==> src/rtl/ccsds123_out_fifo.sv <==
// Output FIFO for ccsds123_top: buffers the un-throttleable packed bitstream and re-emits it as
// narrower AXI4-Stream slices with backpressure. Optional word counter: CCSDS123_WORD_COUNT_EN.
module ccsds123_out_fifo #(
    parameter int BUS_WIDTH = 64,
    parameter int OUT_WIDTH = 32,
    parameter int DEPTH_LOG = 4
) (
    input  logic                 clk,
    input  logic                 areset,
    input  logic [BUS_WIDTH-1:0] in_tdata,
    input  logic                 in_tvalid,
    input  logic                 in_tlast,
    output logic [OUT_WIDTH-1:0] out_tdata,
    output logic                 out_tvalid,
    input  logic                 out_tready,
    output logic                 out_tlast,
    output logic [DEPTH_LOG:0]   level,
    output logic                 overflow
`ifdef CCSDS123_WORD_COUNT_EN
    ,
    output logic [31:0]          words_out
`endif
);

    localparam int RATIO = BUS_WIDTH / OUT_WIDTH;
    localparam int IDX_W = (RATIO > 1) ? $clog2(RATIO) : 1;
    localparam int DEPTH = 1 << DEPTH_LOG;
    localparam logic [DEPTH_LOG:0] FULL_LEVEL = (DEPTH_LOG + 1)'(DEPTH);
    localparam logic [IDX_W-1:0]   IDX_LAST   = IDX_W'(RATIO - 1);

    typedef enum logic {ST_RUN, ST_DROP} state_t;

    logic [BUS_WIDTH:0]   mem [DEPTH];
    logic [DEPTH_LOG-1:0] wr_ptr_q, wr_ptr_d;
    logic [DEPTH_LOG-1:0] rd_ptr_q, rd_ptr_d;
    logic [DEPTH_LOG:0]   level_q, level_d;
    logic [IDX_W-1:0]     idx_q, idx_d;
    state_t               state_q, state_d;
    logic                 overflow_q, overflow_d;

    logic                 full, not_empty, hs, pop, push;
    logic [BUS_WIDTH:0]   head_word;
    logic [OUT_WIDTH-1:0] head_slices [RATIO];

    assign head_word = mem[rd_ptr_q];

    // Slice 0 is the LSB slice so byte order of the packed stream is preserved.
    for (genvar gi = 0; gi < RATIO; gi++) begin : g_slice
        assign head_slices[gi] = head_word[gi*OUT_WIDTH +: OUT_WIDTH];
    end

    always_comb begin
        full       = (level_q == FULL_LEVEL);
        not_empty  = (level_q != '0);
        hs         = not_empty && out_tready;
        pop        = hs && (idx_q == IDX_LAST);
        push       = 1'b0;
        state_d    = state_q;
        overflow_d = overflow_q;

        case (state_q)
            ST_RUN: begin
                if (in_tvalid) begin
                    // A pop this cycle frees the slot, so full+pop is still a clean accept.
                    if (!full || pop) begin
                        push = 1'b1;
                    end else begin
                        overflow_d = 1'b1;
                        if (!in_tlast) state_d = ST_DROP;
                    end
                end
            end
            ST_DROP: begin
                if (in_tvalid && in_tlast) state_d = ST_RUN;
            end
            default: state_d = ST_RUN;
        endcase

        wr_ptr_d = push ? wr_ptr_q + 1'b1 : wr_ptr_q;
        rd_ptr_d = pop  ? rd_ptr_q + 1'b1 : rd_ptr_q;

        level_d = level_q;
        if (push && !pop)      level_d = level_q + 1'b1;
        else if (!push && pop) level_d = level_q - 1'b1;

        idx_d = idx_q;
        if (hs) idx_d = (idx_q == IDX_LAST) ? '0 : idx_q + 1'b1;
    end

    always_ff @(posedge clk or posedge areset) begin
        if (areset) begin
            wr_ptr_q   <= '0;
            rd_ptr_q   <= '0;
            level_q    <= '0;
            idx_q      <= '0;
            state_q    <= ST_RUN;
            overflow_q <= 1'b0;
        end else begin
            wr_ptr_q   <= wr_ptr_d;
            rd_ptr_q   <= rd_ptr_d;
            level_q    <= level_d;
            idx_q      <= idx_d;
            state_q    <= state_d;
            overflow_q <= overflow_d;
        end
    end

    always_ff @(posedge clk) begin
        if (push) mem[wr_ptr_q] <= {in_tlast, in_tdata};
    end

    // Outputs are gated by occupancy so stale storage never leaks out after reset.
    assign out_tvalid = not_empty;
    assign out_tdata  = not_empty ? head_slices[idx_q] : '0;
    assign out_tlast  = not_empty && head_word[BUS_WIDTH] && (idx_q == IDX_LAST);
    assign level      = level_q;
    assign overflow   = overflow_q;

`ifdef CCSDS123_WORD_COUNT_EN
    logic [31:0] word_cnt_q, word_cnt_d;
    logic [31:0] words_out_q, words_out_d;

    always_comb begin
        word_cnt_d  = word_cnt_q;
        words_out_d = words_out_q;
        if (hs) begin
            if (out_tlast) begin
                words_out_d = word_cnt_q + 32'd1;
                word_cnt_d  = '0;
            end else begin
                word_cnt_d  = word_cnt_q + 32'd1;
            end
        end
    end

    always_ff @(posedge clk or posedge areset) begin
        if (areset) begin
            word_cnt_q  <= '0;
            words_out_q <= '0;
        end else begin
            word_cnt_q  <= word_cnt_d;
            words_out_q <= words_out_d;
        end
    end

    assign words_out = words_out_q;
`endif

endmodule
==> config.mk <==
export PLATFORM = sky130hd
export DESIGN_NAME = ccsds123_out_fifo
export DESIGN_NICKNAME = d
export VERILOG_FILES = /design/src/rtl/ccsds123_out_fifo.sv
export SDC_FILE = /design/constraint.sdc
export NUM_CORES = 1
export LEC_CHECK = 0
export CORE_AREA = 5 5 348 350
export CTS_CLUSTER_DIAMETER = 120
export DETAILED_ROUTE_END_ITERATION = 8
export DIE_AREA = 0 0 353 355
export HOLD_SLACK_MARGIN = 0.06
export PLACE_DENSITY = 0.53
export SLEW_MARGIN = 0
export SYNTH_ARGS = -nofsm -noshare
export SYNTH_HDL_FRONTEND = slang
export SYNTH_SLANG_ARGS = --single-unit
==> constraint.sdc <==
create_clock -name clk -period 11.25 [get_ports clk]
set_clock_uncertainty 0.15 [all_clocks]
set_input_delay 1.6875 -clock clk [delete_from_list [all_inputs] [get_ports clk]]
set_output_delay 1.6875 -clock clk [all_outputs]
set_load 0.05 [all_outputs]
# After elaboration in Yosys (flattened, before gate mapping)
# Memories as Yosys holds them, arrays and structs flattened.
# Index checks and enable logic that the tools add are counted.
totals:
  register_bits: 16
  latchBits: 0
  ram_bits: 1040
  mem_bits_ro: 0
  input_bits: 69
  output_inout_bits: 40
  mem_count: 1
memory_table:
  columns: ["memory", "depth", "width", "rd", "rd_clocked_by_memory_dff", "wr", "line", "text"]
  rows:
  - ["mem", 16, 65, 1, 0, 1, "33", "logic [BUS_WIDTH:0] mem [DEPTH];"]
classes:
  addsub: 5
  multipliers: 0
  div_mod_pow: 0
  magnitude_cmp: 1
  n_eq_ne: 1
  n_shift: 0
  n_mux: 17
  n_bitwise: 3
  reduce_logical: 14
ops:
  columns: ["operator", "n"]
  rows:
  - ["$mux 32", 4]
  - ["$mux 1", 10]
  - ["$mux 5", 2]
  - ["$add 4x1->4 const B", 2]
  - ["$logic_and 1x1->1", 7]
  - ["$add 5x1->5 const B", 1]
  - ["$eq 5x5->1 const B", 1]
  - ["$reduce_bool 5->1", 1]
  - ["$sub 5x1->5 const B", 1]
  - ["$logic_not 1->1", 3]
  - ["$reduce_and 3->1", 1]
  - ["$ge 2x2->1 const B", 1]
  - ["$not 1->1", 2]
  - ["$not 1->2", 1]
  - ["$pmux 1 s2", 1]
  - ["$reduce_bool 2->1", 1]
  - ["$add 1x1->1 const B", 1]
  - ["$logic_or 1x1->1", 1]

# Longest topological paths before layout
depth:
  word_depth: 11
  ltp_mapped: 10

# Worst setup path after synthesis
# OpenSTA, ideal clock, no wires.
synth_path:
  path_type: "input-to-reg"
  from: "input port out_tready"
  to: "memory mem[10][0] in the netlist's numbering (enable)"
  arrival_time_ns: 5.040
  path_slack_ns: 5.571
  path_stages: 4
  path_buffers: 0
  cell_sequence: "nand2_1 a31oi_2 nand3b_1 nor2_1"
synth_via:
  elab_chain_cells: 8
synth_lines:
  columns: ["element", "line", "text"]
  rows:
  - ["start, declared", "15", "input logic out_tready,"]
  - ["$logic_and 1x1->1", "55", "hs = not_empty && out_tready;"]
  - ["$logic_and 1x1->1", "56", "pop = hs && (idx_q == IDX_LAST);"]
  - ["$logic_or 1x1->1", "65", "if (!full || pop) begin"]
  - ["$mux 1", "65", null]
  - ["$mux 1", "63", "if (in_tvalid) begin"]
  - ["$mux 1", "61", "case (state_q)"]
  - ["via push", "41", "logic full, not_empty, hs, pop, push;"]
  - ["$mux 1", "109", "if (push) mem[wr_ptr_q] <= {in_tlast, in_tdata};"]
  - ["$mux 1 (not written as such)", "109", null]
  - ["end, declared", "33", null]
# The timed path passes the listed nets, and every way through them passes these cells.

# Worst setup path in the final report
layout_path:
  from: "register rd_ptr_q[1]"
  to: "output port out_tdata[7]"
layout_via:
  elab_chain_cells: 5
layout_lines:
  columns: ["element", "line", "text"]
  rows:
  - ["start, declared", "35", "logic [DEPTH_LOG-1:0] rd_ptr_q, rd_ptr_d;"]
  - ["start signal, assigned", "100", "rd_ptr_q <= rd_ptr_d;"]
  - ["$mem_v2 16x65", null, null]
  - ["$mux 32 (not written as such) (3 in series)", "114", "assign out_tdata = not_empty ? head_slices[idx_q] : '0;"]
  - ["$mux 32", "114", null]
  - ["end, declared", "13", "output logic [OUT_WIDTH-1:0] out_tdata,"]
# Every way passes these cells. The select of a mux whose other input is x is not followed.

==> out/results.ini <==
[finish]
layout.cells.most_common_list = sky130_fd_sc_hd__edfxtp_1, sky130_fd_sc_hd__mux2i_1, sky130_fd_sc_hd__a22oi_1
final_common_cell = sky130_fd_sc_hd__edfxtp_1
layout.core_utilization_pct = 40.03
layout_net_count = 2190
final_design_area_no_fill_mm2 = 0.04701
instances_no_fill = 3735
areaGrowthSynthToFinish_pct = 15.28
drive_above_1_share_pct = 18.22

[timing]
finalHoldWorstSlack_ns = 0.3515
worst_slew_margin_rel_pct = 28.19
unrepaired_setup_endpoints_after_global_routing = no
setup_viol = 0
slew_viol_final = 0
setup_slack_ns = 4.548
final_min_period_over_clock_period_pct = 59.58
report.final.hold_viol_count = 0
timing.final.crit_period_ns = 6.702
max_freq_mhz = 149.2
setup-tns-final_ns = 0
worst_tran_pin_value_ns = 1.077

[detailed_routing]
postRouteAntennaNets = 0
first_iter_violations = 1549
drc_errors = 0
viasPerCell = 5.203
detailedRoute.firstPassIterationCount = 5
post_drt_wl_per_cell_um = 27.09
num_vias = 19440
wirelength_um = 101200

[hold_path]
min-delay-path-class = reg -> reg

[clock_network]
insertion_delay_ns = 0.67
clock_pin_transition_on_the_worst_setup_and_hold_timing_paths_ns = 0.06
tritoncts = done
cts_max_path_buffers = 3
cts_setup_buffers = 0
cts_root_buf = sky130_fd_sc_hd__clkbuf_16
htree_levels = 3
post_cts.resized_instances = 0
holdBufCountCts = 0
numCtsBuffers = 105
clock_sink_count = 1056

[logic_synthesis]
asyncSetResetFlopFracSynth_pct = 1.515
synth_cell_types = 39
yosys_warnings = 0
synth_seq_cells = 1056
synth.avg_cell_area_um2 = 20.71
synthesis.area_mm2 = 0.04078
mappedNetlistNets = 2048
synthesis.instances = 1969
seq_area_frac_synth_pct = 77.57
dominantRegCellSynth = sky130_fd_sc_hd__edfxtp_1
synth_enable_flop_cells = 1040

[die]
die_height_um = 355
placementRows = 126
num_io_pins = 109
initial_utilization_pct = 34.72
fp.dieArea_mm2 = 0.1253
core_area_mm2 = 0.1175
die_x_um = 353

[placement]
post-place-ws_ns = 5.148
placedCellCount = 3540
detailed_place_hpwl_um = 50840
placedInstanceArea_mm2 = 0.04369
number_of_port_buffers = 108
gp_congestion = 0.7124

[setup_path]
ff2ff_setup_slack_ns = 6.98
worst-path-buf-inv = 2
critical_path_peak_fanout = 85
crit_path_cell_trace = buf_12 -> mux4_2 -> mux2_2 -> a22oi_1 -> nand3_1 -> clkdlybuf4s50_1
startpoint_type = flop
cp_top_family = buffers and inverters
cp.arrival_ns = 4.86
required_ns = 9.41
timing.critical_path.slowest_cell_delay_ns = 0.91
cp_slowest_cell = sky130_fd_sc_hd__dfrtp_4
setup.worst_path.end_class = output pin
critPathKind = reg -> out

[run]
max_cap_viol_count = 0

[power_and_ir_drop]
power.total_mw = 12.54
vdd_drop_max_v = 0.0002010
leakage_nw = 15.19
power.density_cell_area_mw_per_mm2 = 266.7

[run_status]
outcome = finished clean

[global_routing]
grt_start_max_net_pins = 116
initial_antenna_violation_count = 13
grtUsageTotal_pct = 15.95
grt_first_pass_wirelength_um = 145800
first_global_vias = 20390
grt.overflow.total = 0

synthesized netlist by cell type, types with 10 or more instances:
cell type                  instances  share of area, %
sky130_fd_sc_hd__a22oi_1         160               2.9
sky130_fd_sc_hd__mux2_2           66               1.8
sky130_fd_sc_hd__clkbuf_1         46              0.42
sky130_fd_sc_hd__mux2i_1         260               6.4
sky130_fd_sc_hd__nand3_1          97               1.2
sky130_fd_sc_hd__edfxtp_1       1040                77
sky130_fd_sc_hd__inv_1            10             0.092
sky130_fd_sc_hd__dfrtp_1          16              0.98
sky130_fd_sc_hd__and2_1           13              0.20
sky130_fd_sc_hd__buf_2            41              0.50
sky130_fd_sc_hd__mux4_2          132               7.3
registers in the layout (all words and copies together), names as in the netlist:
register and count:
mem 1040, idx_q 1, rd_ptr_q 4, wr_ptr_q 4
state_q 1, level 5, overflow 1
cell type report:
class / count / area [µm²]
fill: 10290 / 70440
clock inverter: 56 / 528.0
timing repair buffer: 144 / 1376
multi-input combinational: 794 / 8712
inverter: 10 / 37.54
antenna: 4 / 10.01
tap: 1536 / 1922
clock buffer: 135 / 2783
sequential: 1056 / 31640
layer usage:
layer | GRT usage, % | share of wire [%] | vias up
li1 | - | - | 8458
met1 | 21.27 | 43 | 10370
met2 | 27.28 | 50 | 479
met3 | 3.157 | 6.1 | 120
met4 | 3.534 | 1.5 | 12
met5 | 0 | 0.087 | -
power breakdown:
part | internal (mW) | total [mW] | switching, mW
Sequential | 4.74 | 4.96 | 0.215
Combinational | 1.58 | 4.20 | 2.62
Clock | 1.95 | 3.38 | 1.43
logic make-up after synthesis:
kind of cell	Yosys count	synth area share, %
and+or+nand+nor	139	1.764
DFF	1056	77.57
muxes	458	15.50
AOI/OAI and AO/OA	176	3.231
adders and majority gates	10	0.3253
buffers and inverters	119	1.381
xor gates and xnor gates	11	0.2363
final timing paths:
path                                  start           end  depth (start not counted)
worst max-delay path            rd_ptr_q[1]  out_tdata[7]                          6
worst min-delay path               overflow      overflow                          1
worst max register to register        idx_q    mem[8][39]                          6
worst min register to register     overflow      overflow                          1
max in group asynchronous            areset   rd_ptr_q[3]                          2
min in group asynchronous            areset   wr_ptr_q[3]                          2
Power figures use the tool's default switching activity.
